==> config.mk <==
export PLATFORM = sky130hd
export DESIGN_NAME = rr_arb_mux
export DESIGN_NICKNAME = d
export VERILOG_FILES = /design/src/rtl/rr_arb_pkg.sv /design/src/rtl/rr_pick.sv /design/src/rtl/rr_arb_mux.sv
export SDC_FILE = /design/constraint.sdc
export NUM_CORES = 1
export LEC_CHECK = 0
export BUFFER_PORTS_ARGS = -buffer_cell sky130_fd_sc_hd__buf_2
export CAP_MARGIN = 0
export CORE_UTILIZATION = 41
export CTS_CLUSTER_DIAMETER = 50
export DETAILED_ROUTE_END_ITERATION = 7
export MAX_ROUTING_LAYER = met4
export PLACE_DENSITY = 0.82
export SLEW_MARGIN = 10
export SYNTH_ARGS = -nofsm -noshare
export SYNTH_HDL_FRONTEND = slang
export SYNTH_SLANG_ARGS = --single-unit
==> constraint.sdc <==
create_clock -name clk -period 1.6 [get_ports clk]
set_input_delay 0.16 -clock clk [delete_from_list [all_inputs] [get_ports clk]]
set_output_delay 0.16 -clock clk [all_outputs]
set_load 0.005 [all_outputs]
==> src/rtl/rr_arb_pkg.sv <==
// Shared types and elaboration-time helpers for the rr_arb_mux block.
package rr_arb_pkg;

  // Arbitration FSM: free arbitration, or locked to one channel mid-burst.
  typedef enum logic {
    ARB  = 1'b0,
    LOCK = 1'b1
  } arb_state_e;

  // Ceiling log2 for elaboration-time sizing (clog2(1) = 0).
  function automatic int clog2(input int value);
    int result;
    result = 0;
    for (int i = 0; i < 31; i++) begin
      if ((32'sd1 << i) < value) begin
        result = i + 1;
      end else begin
        result = result;
      end
    end
    return result;
  endfunction

  // Channel index width; never narrower than one bit.
  function automatic int idw_of(input int nch);
    return (clog2(nch) < 1) ? 1 : clog2(nch);
  endfunction

endpackage

==> src/rtl/rr_pick.sv <==
// Combinational rotate-priority picker: first set request at or above
// 'start' (wrapping), or lowest set request when fixed_mode is high.
module rr_pick #(
  parameter int NCH = 2,
  parameter int IDW = 1
) (
  input  logic [NCH-1:0] req,
  input  logic [IDW-1:0] start,
  input  logic           fixed_mode,
  output logic [NCH-1:0] grant,
  output logic [IDW-1:0] idx
);

  logic [IDW-1:0]   base_s;
  logic [2*NCH-1:0] req_dbl_s;
  logic [NCH-1:0]   req_rot_s;
  logic [NCH-1:0]   gnt_rot_s;
  logic [2*NCH-1:0] gnt_dbl_s;
  logic             found_s;

  // Rotate requests so 'start' sits at bit 0, pick lowest, rotate grant back.
  always_comb begin
    int pos;
    pos       = 0;
    base_s    = fixed_mode ? {IDW{1'b0}} : start;
    req_dbl_s = {req, req} >> base_s;
    req_rot_s = req_dbl_s[NCH-1:0];
    gnt_rot_s = {NCH{1'b0}};
    found_s   = 1'b0;
    idx       = {IDW{1'b0}};
    for (int k = 0; k < NCH; k++) begin
      if (!found_s && req_rot_s[k]) begin
        found_s      = 1'b1;
        gnt_rot_s[k] = 1'b1;
        pos          = int'(base_s) + k;
        // Explicit wrap so non-power-of-2 channel counts stay in range.
        if (pos >= NCH) begin
          pos = pos - NCH;
        end else begin
          pos = pos;
        end
        idx = IDW'(pos);
      end else begin
        found_s = found_s;
      end
    end
    gnt_dbl_s = {{NCH{1'b0}}, gnt_rot_s} << base_s;
    grant     = gnt_dbl_s[NCH-1:0] | gnt_dbl_s[2*NCH-1:NCH];
  end

endmodule

==> src/rtl/rr_arb_mux.sv <==
// N-channel arbitrating multiplexer with valid/ready handshakes, burst
// locking (a channel keeps the grant until its in_last beat) and a
// registered output stage.
module rr_arb_mux
  import rr_arb_pkg::*;
#(
  parameter  int NCH       = 2,
  parameter  int WIDTH     = 32,
  parameter  bit FIXED_PRI = 1'b0,
  localparam int IDW       = idw_of(NCH)
) (
  input  logic                 clk,
  input  logic                 rst_n,
  input  logic [NCH-1:0]       in_valid,
  input  logic [NCH-1:0]       in_last,
  input  logic [NCH*WIDTH-1:0] in_data,
  output logic [NCH-1:0]       in_ready,
  output logic                 out_valid,
  output logic [WIDTH-1:0]     out_data,
  output logic [IDW-1:0]       out_ch,
  output logic                 out_last,
  input  logic                 out_ready
);

  arb_state_e       state_q, state_d;
  logic [IDW-1:0]   rr_ptr_q, rr_ptr_d;
  logic [IDW-1:0]   lock_ch_q, lock_ch_d;
  logic             out_valid_q, out_valid_d;
  logic [WIDTH-1:0] out_data_q, out_data_d;
  logic [IDW-1:0]   out_ch_q, out_ch_d;
  logic             out_last_q, out_last_d;

  logic [NCH-1:0]   pick_grant_s;
  logic [IDW-1:0]   pick_idx_s;
  logic [NCH-1:0]   grant_s;
  logic [IDW-1:0]   sel_idx_s;
  logic [WIDTH-1:0] sel_data_s;
  logic             sel_last_s;
  logic             load_s;
  logic             xfer_s;
  logic [NCH-1:0]   in_ready_s;

  rr_pick #(
    .NCH (NCH),
    .IDW (IDW)
  ) u_pick (
    .req        (in_valid),
    .start      (rr_ptr_q),
    .fixed_mode (FIXED_PRI),
    .grant      (pick_grant_s),
    .idx        (pick_idx_s)
  );

  // Grant selection, stage enable and the selected channel's beat.
  always_comb begin
    load_s = ~out_valid_q | out_ready;
    if (state_q == LOCK) begin
      grant_s   = NCH'(1'b1) << lock_ch_q;
      sel_idx_s = lock_ch_q;
    end else begin
      grant_s   = pick_grant_s;
      sel_idx_s = pick_idx_s;
    end
    // rst_n gating keeps every in_ready low while reset is asserted.
    in_ready_s = grant_s & in_valid & {NCH{load_s & rst_n}};
    xfer_s     = |in_ready_s;
    sel_data_s = in_data[sel_idx_s*WIDTH +: WIDTH];
    sel_last_s = in_last[sel_idx_s];
  end

  // Next-state for FSM, round-robin pointer, lock channel and output stage.
  always_comb begin
    state_d     = state_q;
    rr_ptr_d    = rr_ptr_q;
    lock_ch_d   = lock_ch_q;
    out_valid_d = out_valid_q;
    out_data_d  = out_data_q;
    out_ch_d    = out_ch_q;
    out_last_d  = out_last_q;

    if (xfer_s) begin
      out_valid_d = 1'b1;
      out_data_d  = sel_data_s;
      out_ch_d    = sel_idx_s;
      out_last_d  = sel_last_s;
    end else if (out_valid_q && out_ready) begin
      out_valid_d = 1'b0;
    end else begin
      out_valid_d = out_valid_q;
    end

    case (state_q)
      ARB: begin
        if (xfer_s && !sel_last_s) begin
          state_d   = LOCK;
          lock_ch_d = sel_idx_s;
        end else begin
          state_d = ARB;
        end
      end
      LOCK: begin
        if (xfer_s && sel_last_s) begin
          state_d = ARB;
        end else begin
          state_d = LOCK;
        end
      end
      default: begin
        state_d = ARB;
      end
    endcase

    if (!FIXED_PRI && xfer_s && sel_last_s) begin
      rr_ptr_d = (sel_idx_s == IDW'(NCH - 1)) ? {IDW{1'b0}} : sel_idx_s + 1'b1;
    end else begin
      rr_ptr_d = rr_ptr_q;
    end
  end

  // State and output registers; reset discards any in-flight beat or burst.
  always_ff @(posedge clk or negedge rst_n) begin
    if (!rst_n) begin
      state_q     <= ARB;
      rr_ptr_q    <= {IDW{1'b0}};
      lock_ch_q   <= {IDW{1'b0}};
      out_valid_q <= 1'b0;
      out_data_q  <= {WIDTH{1'b0}};
      out_ch_q    <= {IDW{1'b0}};
      out_last_q  <= 1'b0;
    end else begin
      state_q     <= state_d;
      rr_ptr_q    <= rr_ptr_d;
      lock_ch_q   <= lock_ch_d;
      out_valid_q <= out_valid_d;
      out_data_q  <= out_data_d;
      out_ch_q    <= out_ch_d;
      out_last_q  <= out_last_d;
    end
  end

  assign in_ready  = in_ready_s;
  assign out_valid = out_valid_q;
  assign out_data  = out_data_q;
  assign out_ch    = (NCH == 1) ? {IDW{1'b0}} : out_ch_q;
  assign out_last  = out_last_q;

endmodule

== Word level (Yosys, flattened, before mapping) ==
Cells that the tools add are included.
Word-level totals
  memories: 0
  memory bits (read-only): 0
  logic and storage cells: 50
  memory bits (writable): 0
  input bits: 71
  latch bits: 0
  output and inout port bits: 37
  bits in registers: 38
Operators by class
  bitwise logic cells: 7
  eq/ne operators: 0
  reductions and logical operators: 9
  shift-type cells: 4
  div/mod/pow operators: 0
  $lt $le $gt $ge: 3
  add/sub/neg operators: 4
  mux-type cells: 16
  multiply operators: 0
Operator list (number)
  $shiftx 64x7->32: 1
  $mux 1: 14
  $and 2x2->2: 2
  $logic_and 1x1->1: 4
  $shl 2x1->4: 1
  $shr 4x1->2: 1
  $add 1x1->2 const B: 1
  $ge 1x2->1 const B: 1
  $ge 2x2->1 const B: 1
  $logic_not 1->1: 2
  $lt 1x2->1 const B: 1
  $mux 2: 1
  $not 1->1: 2
  $or 2x2->2: 1
  $pmux 1 s2: 1
  $reduce_and 2->1: 1
  $reduce_bool 2->1: 1
  $reduce_or 2->1: 1
  $shl 1x1->2 const A: 1
  $sub 1x1->1 const B: 2
  $add 1x1->1 const B: 1
  $and 1x1->1: 1
  $or 1x1->1: 1

== Longest topological paths before layout ==
Gate-level depths: netlist (run 1).
  word-level depth: 14
  mapped depth: 6
  depth with buffers taken out: 4

== Modules after synthesis ==
A second synthesis (run 1) with hierarchy kept.
Second synthesis, totals
  cells, all modules: 179
  area, all modules: 1853.0 um^2
Modules (own cells, without submodules)
  rr_arb_mux: area an instance 1815.5 um^2, cells an instance 174, sequential area each 950.9 um^2, instances 1
  rr_pick: area an instance 37.5 um^2, cells an instance 5, sequential area each 0.0 um^2, instances 1

== Worst setup path after synthesis (run 1) ==
OpenSTA, ideal clock, no wires.
  path kind: register to register
  start: reg rr_ptr_q
  end: reg out_data_q[12], in the netlist out_data[12]
  slack: -0.063 ns
  period minus slack after synthesis: 1.663 ns
  path buffers: 2
  required time: 1.475 ns
  arrival: 1.538 ns
  cell stages (with the launch flop): 7
  library setup time: 0.125 ns
  cells stage by stage: dfrtp_1 nand2b_1 a22o_1 buf_6 buf_12 mux2_4 mux2_4
On the way
  cells in the longest elaborated chain, start to end: 11
  elaborated cells on any way between the ends: 22
  classes of those cells: 3 x add/sub; 2 x order compare; 3 x shift; 8 x mux; 3 x bitwise; 3 x reduce/logical
RTL lines
  start, declared: RTL line rr_arb_mux.sv:26  | logic [IDW-1:0] rr_ptr_q, rr_ptr_d;
  start signal, assigned: RTL line rr_arb_mux.sv:124  | rr_ptr_q <= {IDW{1'b0}};
  start signal, assigned: RTL line rr_arb_mux.sv:132  | rr_ptr_q <= rr_ptr_d;
  branches (longest 11 deep; another with $add 1x1->2)
  end signal, assigned: RTL line rr_arb_mux.sv:127  | out_data_q <= {WIDTH{1'b0}};
  end signal, assigned: RTL line rr_arb_mux.sv:135  | out_data_q <= out_data_d;
  end, declared: RTL line rr_arb_mux.sv:29  | logic [WIDTH-1:0] out_data_q, out_data_d;
Parallel ways; which one is timed is not known.
A chain may end at the register's enable or synchronous reset.

== Final worst setup path (run 1) ==
  start: reg state_q
  end: reg out_data_q[3], in the netlist out_data[3]
On the way
  cells in the longest elaborated chain, start to end: 4
  elaborated cells on any way between the ends: 6
  classes of those cells: 1 x shift; 2 x mux; 2 x bitwise; 1 x reduce/logical
RTL lines
  start, declared: RTL line rr_arb_mux.sv:25  | arb_state_e state_q, state_d;
  start signal, assigned: RTL line rr_arb_mux.sv:131  | state_q <= state_d;
  branches (longest 4 deep; another with $shiftx 64x7->32)
Parallel ways; which one is timed is not known.

==> impl_results.md, run 1 <==
* Outcome: finished with violations
* Failing checks: setup timing
* FF-to-FF End: out_data[3]$_DFFE_PN0N_
* Hold Crit Depth at 3
* Max_cap viols at 0
* Critical Path AT at 1.81 ns
* Number of port buffers at 107
* Pre-Repair DR Iteration Count at 4
* Fill cells at 408
* Total CTS buffers at 5
* HP Class: input port to flip-flop
* Vias per inst at ~4.8
* Slew margin rel. at 82.2%
* Layout Utilization at around 62%
* #FFs+latches synth at 38
* Cells after synthesis at 140
* Maximum vdd drop at between 800 and 900 uV
* GRT overflow at 0
* Layout Nets at ~340
* Clock power share at 12.8%
* Ports at 108
* Die X at 74.7 um
* Worst R2R Path Depth at 5
* Yosys top cell area share at 43.9%
* Synth cell types at 28
* Final Total Pwr at between 5 and 6 mW
* Switch Pwr at 1.62 mW
* Routed WL at 4720 um
* Crit path kind: flip-flop to flip-flop
* Iteration-0 DRC Markers at 36
* H-tree depth at 2
* CP Max Fanout at 16
* Drt drc at 0
* DR WL/cell at approximately 14 um
* Core area at ~0.0051 mm^2
* Internal power at 3.71 mW
* Standard-cell rows at 26
* PD cells at approximately 1700 mW/mm^2
* Via count at 1618
* RSZ-0062 raised after global routing: true
* Flop-to-flop setup slack at -0.04 ns
* Clk sinks at 38
* Data required, critical path at 1.77 ns
* Worst-Margin Slew at 0.264 ns
* Final setup viols at 30
* # diodes at 0
* Leading area contributor after synthesis: dfrtp_1
* Most frequent cells after synthesis: mux2_4, dfrtp_1, mux2_2
* CP Capture Type: flip-flop
* Post-Syn Nets at 211
* Reg clk slew, reported paths at 0.08 ns
* Top FF cell, synth: dfrtp_1
* Register Area at 952 um^2
* Sequential area share after synthesis at 43.9%
* Max Root-Sink Buffers at 2
* Min cycle time layout at 1.64 ns
* Clk_lat worst skew at roughly 0.29 ns
* Reg power frac at 32.3%
* Leak pwr at 1.64 nW
* YS warnings at 0
* Number of flops mapped to enable cells by yosys at 0
* Achievable clock frequency at 611 MHz
* Final WS setup at -0.0358 ns
* Largest net degree at the start of global routing at 19
* ANT nets after route at 0
* Reg2Reg Launch Point: state_q$_DFF_PN0_
* Hold Path Sink: lock_ch_q$_DFFE_PN0P_
* Hold_sp: in_last[1]
* Multi-input gate area at 0.00119 mm^2
* Startpoint Class: flip-flop
* Layout cells sized above 1 at 77.3%
* Minimum hold slack at 0.200 ns
* Fin crit share at 102%
* Most common cell in the netlist: mux2_4
* Die ar. at approximately 0.0056 mm^2
* Layout area overhead at 46.0%
* Combinational share of power at 54.9%
* First-pass GRT wire length at 7130 um
* Initial Util at between 40% and 50%
* Largest cells by area after synthesis: dfrtp_1, mux2_4, mux2_2, buf_12, buf_4
* Clock Skew at 0.00634 ns
* Final Hold Fails at 0
* Post-Syn Area at 0.00217 mm^2
* Initial antenna violation count at 0
* Final RePlAce weighted congestion at between 0.8 and 0.9
* Async S/R FF share, synth at 100%
* Hpwl dp at between 3000 and 4000 um
* Pre-CTS setup slack at -0.0712 ns
* Sw Ratio at 30.4%
* Avg Synthesized Cell Area at 15.5 um^2
* Clk root buf: clkbuf_8
* CTS tree: done
* Die height at 74.7 um
* Number of global-route vias before repair at 1535
* Max Slew Vio Count at 0
* Total Routing Usage GR at 17.9%
layout by cell type, fill, tap and decap left out, drive strengths merged:
cell type | Yosys | final
nor4 | 1 | 1
a21oi | 1 | 1
mux2i | 2 | 2
mux2 | 65 | 65
nand2b | 3 | 3
a41oi | 1 | 1
dlygate4sd3 | 0 | 1
clkbuf | 0 | 7
nand3 | 1 | 1
dfrtp | 38 | 38
nor2b | 1 | 1
inv | 3 | 3
a22o | 1 | 1
a211o | 1 | 1
a21o | 1 | 1
o41a | 1 | 1
nor2 | 4 | 4
clkinv | 0 | 1
a21boi | 1 | 1
o31ai | 1 | 1
nand2 | 4 | 4
o211ai | 2 | 2
buf | 7 | 127
or2 | 1 | 1
layer usage:
metal	GRT usage (%)	wire [um]	up-vias
li1	-	-	765
met1	20.9	2090	778
met2	30.1	2320	69
met3	4.82	255	6
met4	5.24	50	0
met5	-	0	-
stage by stage:
step / setup TNS [ns] / std cells / cell area [um^2]
2_1_floorplan: -1.17 / 140 / 2180
3_3_place_gp: -0.424 / 323 / 2860
3_5_place_dp: -1.26 / 323 / 2860
4_1_cts: -0.658 / 339 / 3140
5_1_grt: -1.57 / 339 / 3170
6_report: -0.664 / 339 / 3170
area by class of cell:
cell class / instances / share of cell area [%]
clock inverters: 1 / 0.158
inverters: 3 / 0.356
well taps: 70 / 2.77
multi-input cells: 92 / 37.7
repair buffers: 128 / 26.2
clock buffers: 7 / 2.73
flip-flops and latches: 38 / 30.1
flip-flops by register name, summed over array words and instances, names as in the netlist:
signal,flops
out_data,32
lock_ch_q,1
out_ch,1
out_last,1
out_valid,1
rr_ptr_q,1
state_q,1
repair_timing:
action / CTS / global route
setup buffers: 4 / 0
gates resized for setup: 15 / 5
endpoints found under the hold margin: 38 / 0
pin swaps: 3 / 4
hold buffers: 1 / 0
setup endpoints to repair: 34 / 34
gates cloned: 3 / 0
power by group through the flow:
stage	registers (mW)	logic, mW	clock network (mW)
after floorplan	1.75	1.76	0
after global placement	1.70	2.59	0
after detailed placement	1.72	2.65	0
after CTS	1.72	2.91	0.705
after global routing	1.78	3.15	0.755
final	1.72	2.93	0.685
cells by family after synthesis:
| kind of cell | Yosys count | share of synthesized area [%] |
|---|---|---|
| flops | 38 | 43.9 |
| compound gates | 10 | 3.92 |
| buf+inv | 10 | 4.62 |
| simple gates | 15 | 3.58 |
| mux | 67 | 44.0 |
how the worst max path moves through the flow:
| stage | from | endpoint | slack [ns] |
|---|---|---|---|
| after floorplan | state_q$_DFF_PN0_ | out_data[13]$_DFFE_PN0N_ | -0.05 |
| after global placement | state_q$_DFF_PN0_ | out_data[20]$_DFFE_PN0N_ | -0.05 |
| after detailed placement | state_q$_DFF_PN0_ | out_data[20]$_DFFE_PN0N_ | -0.07 |
| after CTS | state_q$_DFF_PN0_ | out_data[3]$_DFFE_PN0N_ | -0.04 |
| after global routing | state_q$_DFF_PN0_ | out_data[11]$_DFFE_PN0N_ | -0.06 |
| final | state_q$_DFF_PN0_ | out_data[3]$_DFFE_PN0N_ | -0.04 |
worst max-delay path, cell delays in order, from the launching register on:
cell     delay (ns)
dfrtp_1        0.43
nor2b_2        0.16
a22o_4         0.18
buf_12         0.18
mux2_4         0.32
mux2_4         0.25
No activity file was read; power rests on OpenSTA's default activity.
==> inputs of run 2 (changes only) <==
--- a/config.mk
+++ b/config.mk
@@ -11,7 +11,7 @@
 export CTS_CLUSTER_DIAMETER = 50
 export DETAILED_ROUTE_END_ITERATION = 7
 export MAX_ROUTING_LAYER = met4
-export PLACE_DENSITY = 0.82
+export PLACE_DENSITY_LB_ADDON = 0.2
 export SLEW_MARGIN = 10
 export SYNTH_ARGS = -nofsm -noshare
 export SYNTH_HDL_FRONTEND = slang
==> run 2 against run 1 <==
The flow still finishes with violations (setup timing). Cell area barely moved. First-iteration DRC count fell by 44%. Critical path depth did not move.
==> impl_results.md, run 2 (synthesis gave the netlist of run 1 again) <==
* Outcome: finished with violations
* Failing checks: setup timing
* Final TNS setup at -1.16 ns
* Max Slew Vio Count at 0
* Crit-path slowest cell: dfrtp_1
* Largest delay contributor family on the critical path: multiplexers
* Largest net degree at the start of global routing at 39
* CTS tree: done
* Min cycle time layout at roughly 1.7 ns
* Crit path launch: state_q$_DFF_PN0_
* Layout Nets at around 340
* RSZ-0062 raised after global routing: true
* Die X at about 75 um
* H-tree depth at 2
* Final Hold Fails at 0
* Layout area overhead at 46.0%
* Data required, critical path at approximately 1.8 ns
* FF-to-FF End: out_data[14]$_DFFE_PN0N_
* Slew margin rel. at 68.4%
* Fin crit share at 104%
* Routed WL at between 4000 and 5000 um
* Reg clk slew, reported paths at 0.09 ns
* Drt drc at 0
* Layout cells sized above 1 at 78.4%
* Max FFs per register at 32
* Most frequent cells in the layout: buf_2, mux2_4, dfrtp_1, buf_4, buf_6
* Layout Utilization at 62.0%
* Critical path, cell by cell: nor2b_2 -> a22o_4 -> buf_12 -> mux2_4 -> mux2_4
* Clk_lat worst skew at 0.30 ns
* Critical Path AT at 1.83 ns
* Flop-to-flop setup slack at -0.06 ns
* Pre-Repair DR Iteration Count at 4
* Core area at 0.00511 mm^2
* Leak pwr at ~1.6 nW
* Clk root buf: clkbuf_8
* Startpoint Class: flip-flop
* Die ar. at 0.00558 mm^2
* GRT overflow at 0
* CP Capture Type: flip-flop
* Iteration-0 DRC Markers at 20
* Vias per inst at ~4.7
* Reg power frac at a little under a third
* Final WS setup at -0.0602 ns
* Ports at 108
* PD cells at 1770 mW/mm^2
* Initial antenna violation count at 0
* Fill cells at 428
* Number of global-route vias before repair at roughly 1500
* Hpwl dp at 3270 um
* CP max stage delay at 0.45 ns
* # diodes at 0
* Combinational share of power at 51.7%
* Via count at 1594
* Pre-CTS setup slack at -0.0662 ns
* Max Root-Sink Buffers at 2
* Standard-cell rows at 26
* Total Routing Usage GR at ~18%
* WP buf/inv at 1
* Worst-Margin Slew at 0.473 ns
* Achievable clock frequency at 602 MHz
* Clock Skew at 0.0127 ns
* First-pass GRT wire length at roughly 7000 um
* Top cell by count, worst path: mux2_4
* Most common cell after layout, fill and taps aside: buf_2
* Clk sinks at 38
* CP Max Fanout at 15
* Internal power at 3.96 mW
* Worst R2R Path Depth at 5
* Maximum vdd drop at 796 uV
* Clock power share at 17.6%
* HP Class: input port to async pin
* Max_cap viols at 0
* Initial Util at 42.5%
* Crit path kind: flip-flop to flip-flop
* ANT nets after route at 0
* Final setup viols at 32
* Sw Ratio at 29.3%
* Die height at about 75 um
* Reg2Reg Launch Point: state_q$_DFF_PN0_
* Number of port buffers at 107
* Total CTS buffers at 5
* Hold Buf Count CTS at 0
* DR WL/cell at between 10 and 15 um
* Final RePlAce weighted congestion at 0.986
* Switch Pwr at roughly 1.6 mW
## run 2: metal layers
layer | vias to the layer above | share of wire, % | GRT usage (%)
met3 | 10 | 7.0 | 4.42
met4 | 0 | 1.9 | 6.71
met1 | 738 | 44 | 20.8
met2 | 82 | 47 | 29.6
met5 | - | 0 | -
li1 | 764 | - | -
## run 2: worst reg2reg max path, stage by stage (launching register included)
cell	delay [ns]
dfrtp_1	0.45
nor2b_2	0.16
a22o_4	0.17
buf_12	0.18
mux2_4	0.32
mux2_4	0.26
## run 2: power groups by stage
stage / registers, mW / logic, mW / clock network [mW]
floorplan: 1.75 / 1.76 / 0
global placement: 1.70 / 2.61 / 0
detailed placement: 1.71 / 2.63 / 0
CTS: 1.72 / 2.79 / 1.01
global route: 1.78 / 3.12 / 1.05
finish: 1.72 / 2.90 / 0.985
## run 2: layout make-up
type,instances,area (um^2),share of cell area (%)
clock buffers,5,68.8,2.17
clock inverters,3,68.8,2.17
inverters,3,11.3,0.356
multi-input cells,92,1190,37.6
flip-flops and latches,38,952,30.1
well taps,70,87.6,2.77
repair buffers,128,787,24.9
## run 2: what timing repair did
action,in CTS,in global routing
gates resized for setup,8,14
setup buffers,5,4
hold endpoints to repair,0,0
cloned,1,1
endpoints found under the setup margin,33,35
pin swaps,4,3
## run 2: worst max path at each step
| stage | to | slack [ns] | cells after the start |
|---|---|---|---|
| floorplan | out_data[13]$_DFFE_PN0N_ | -0.05 | 6 |
| global placement | out_data[24]$_DFFE_PN0N_ | -0.04 | 5 |
| detailed placement | out_data[24]$_DFFE_PN0N_ | -0.07 | 5 |
| CTS | out_data[25]$_DFFE_PN0N_ | -0.05 | 7 |
| global route | out_data[1]$_DFFE_PN0N_ | -0.11 | 7 |
| finish | out_data[14]$_DFFE_PN0N_ | -0.06 | 5 |
## run 2: per-stage QoR
| stage | hold WS, ns | instances | power [mW] | cell area [um^2] |
|---|---|---|---|---|
| 2_1_floorplan | -0.136 | 140 | 3.52 | 2180 |
| 3_3_place_gp | 0.302 | 321 | 4.31 | 2850 |
| 3_5_place_dp | 0.318 | 321 | 4.34 | 2850 |
| 4_1_cts | 0.0141 | 335 | 5.53 | 3090 |
| 5_1_grt | 0.0590 | 339 | 5.96 | 3170 |
| 6_report | 0.0247 | 339 | 5.61 | 3170 |
==> inputs of run 3 (changes only) <==
--- a/config.mk
+++ b/config.mk
@@ -11,7 +11,7 @@
 export CTS_CLUSTER_DIAMETER = 50
 export DETAILED_ROUTE_END_ITERATION = 7
 export MAX_ROUTING_LAYER = met4
-export PLACE_DENSITY_LB_ADDON = 0.2
+export PLACE_DENSITY = 0.76
 export SLEW_MARGIN = 10
 export SYNTH_ARGS = -nofsm -noshare
 export SYNTH_HDL_FRONTEND = slang
==> run 3 against run 2 <==
The run still ends with setup timing left. Core utilization down 0.54 points. Power down 4.0%. Die area unchanged. Register-to-register slack about the same. Non-clock buffer count unchanged. Largest power group unchanged. Clock power down 32%.
==> impl_results.md, run 3 (synthesis gave the netlist of run 1 again) <==
* Outcome: finished with violations
* Failing checks: setup timing
* Die X at about 75 um
* M1 wire length at between 2000 and 2500 um
* Routed WL at approximately 4900 um
* Sw Ratio at a little under a third
* CTS tree: done
* Max Root-Sink Buffers at 2
* Initial antenna violation count at 0
* Largest delay contributor family on the critical path: multiplexers
* Clk_lat worst skew at 0.29 ns
* Achievable clock frequency at 599 MHz
* Highest metal used: met4
* Pre-CTS setup slack at -0.101 ns
* Pre-Repair DR Iteration Count at 4
* Number of port buffers at 107
* Data required, critical path at ~1.8 ns
* Fin crit share at 104%
* Most common cell after layout, fill and taps aside: buf_2
* Max_cap viols at 0
* Reg2Reg Launch Point: rr_ptr_q$_DFFE_PN0P_
* Startpoint Class: flip-flop
* Worst-Margin Slew at 0.268 ns
* Max FFs per register at 32
* Minimum hold slack at 0.189 ns
* GRT overflow at 0
* Layout area overhead at 44.7%
* Ports at 108
* Largest net degree at the start of global routing at 21
* Layout Nets at 339
* Clock Skew at slightly above 0.009 ns
* FF-to-FF End: out_data[18]$_DFFE_PN0N_
* Final setup viols at 33
* H-tree depth at 2
* DR WL/cell at 14.3 um
* HP Class: input port to flip-flop
* Hold_sp: out_ready
* Flop-to-flop setup slack at -0.07 ns
* Core area at about 0.005 mm^2
* CP Max Fanout at 9
* Combinational share of power at a little under three fifths
* Iteration-0 DRC Markers at 38
* Total CTS buffers at 5
* Design Area, Final at between 0.003 and 0.004 mm^2
* ANT nets after route at 0
* Clk root buf: clkbuf_8
* Register Area at 953 um^2
* Final Total Pwr at 5.39 mW
* Critical Path AT at 1.84 ns
* Die ar. at ~0.0056 mm^2
* Setup crit end: out_data[18]$_DFFE_PN0N_
* Internal power at around 3.8 mW
* Slew margin rel. at 82.1%
* WP buf/inv at 1
* Via count at 1577
* Layout cells sized above 1 at a little under 80%
* Hpwl dp at 3330 um
* # diodes at 0
* RSZ-0062 raised after global routing: true
* Final RePlAce weighted congestion at 0.813
* Drt drc at 0
* Clk sinks at 38
* Reg clk slew, reported paths at about 0.08 ns
* Leak pwr at between 1.5 and 2 nW
* Post-DP Area at roughly 0.0028 mm^2
* Met3 wire len at about 300 um
* Crit path launch: rr_ptr_q$_DFFE_PN0P_
* Min cycle time layout at 1.67 ns
* Met2 WL at 2360 um
* Most frequent cells in the layout: buf_2, mux2_4, dfrtp_1, buf_4
* Crit path kind: flip-flop to flip-flop
* Max Slew Vio Count at 0
* CP max stage delay at 0.38 ns
* Final WS setup at -0.0681 ns
* PD cells at 1720 mW/mm^2
* Crit-path slowest cell: dfrtp_1
* Reg power frac at 32.2%
* Clock power share at 12.4%
* Initial Util at between 40% and 50%
* Critical path, cell by cell: nand2b_4 -> a22o_4 -> clkbuf_16 -> mux2_4 -> mux2_4
* CP Capture Type: flip-flop
* Number of global-route vias before repair at about 1500
* Die height at 74.7 um
* Switch Pwr at 1.63 mW
* Crit. path cell count at 5
* Fill cells at 405
* Multi-input gate area at 0.00120 mm^2
* Maximum vdd drop at 780 uV
* Total Routing Usage GR at 17.3%
* Top cell by count, worst path: mux2_4
* Standard-cell rows at 26
* Worst R2R Path Depth at 5
* First-pass GRT wire length at 6940 um
* Vias per inst at 4.65
* Final Hold Fails at 0
## run 3: worst register-to-register path: stages, from the launching register on
cell and delay [ns]:
dfrtp_1 0.38, nand2b_4 0.15, a22o_4 0.27, clkbuf_16 0.19
mux2_4 0.30, mux2_4 0.26
## run 3: area by class of cell
type,instances,share of cell area (%)
clock inverter,1,0.159
sequential,38,30.4
inverter,3,0.359
multi-input combinational,92,38.2
timing repair buffer,128,25.4
tap,70,2.79
clock buffer,7,2.75
## run 3: worst min-delay path by stage
stage,slack (ns),cells after the start,to
detailed placement,0.20,2,out_ch$_DFFE_PN0N_
global placement,0.19,2,out_valid$_DFFE_PN0P_
floorplan,-0.14,0,lock_ch_q$_DFFE_PN0P_
CTS,0.16,2,lock_ch_q$_DFFE_PN0P_
finish,0.19,3,out_valid$_DFFE_PN0P_
global route,0.21,2,lock_ch_q$_DFFE_PN0P_
## run 3: power groups by stage
stage / logic (mW) / clock network (mW) / registers [mW]
floorplan: 1.76 / 0 / 1.75
global placement: 2.54 / 0 / 1.70
detailed placement: 2.59 / 0 / 1.70
CTS: 3.00 / 0.695 / 1.72
global route: 3.21 / 0.734 / 1.79
finish: 2.98 / 0.668 / 1.73
## run 3: repair_timing
item / in CTS / in global routing
gates resized for setup: 20 / 2
setup endpoints to repair: 33 / 35
cloned: 2 / 1
hold buffers: 1 / 0
pin swaps: 0 / 3
buffers inserted: 6 / 3
hold endpoints to repair: 38 / 0
## run 3: routing by layer
layer	track usage, %	vias up
li1	-	758
met1	20.6	747
met2	29.2	67
met3	4.28	5
met4	4.40	0
met5	-	-
## run 3: per-stage QoR
stage,cells,utilization [%],TNS [ns]
2_1_floorplan,140,-,-1.17
3_3_place_gp,320,55.6,-0.234
3_5_place_dp,320,55.6,-1.55
4_1_cts,337,61.4,-1.78
5_1_grt,339,61.4,-3.63
6_report,339,61.4,-1.16
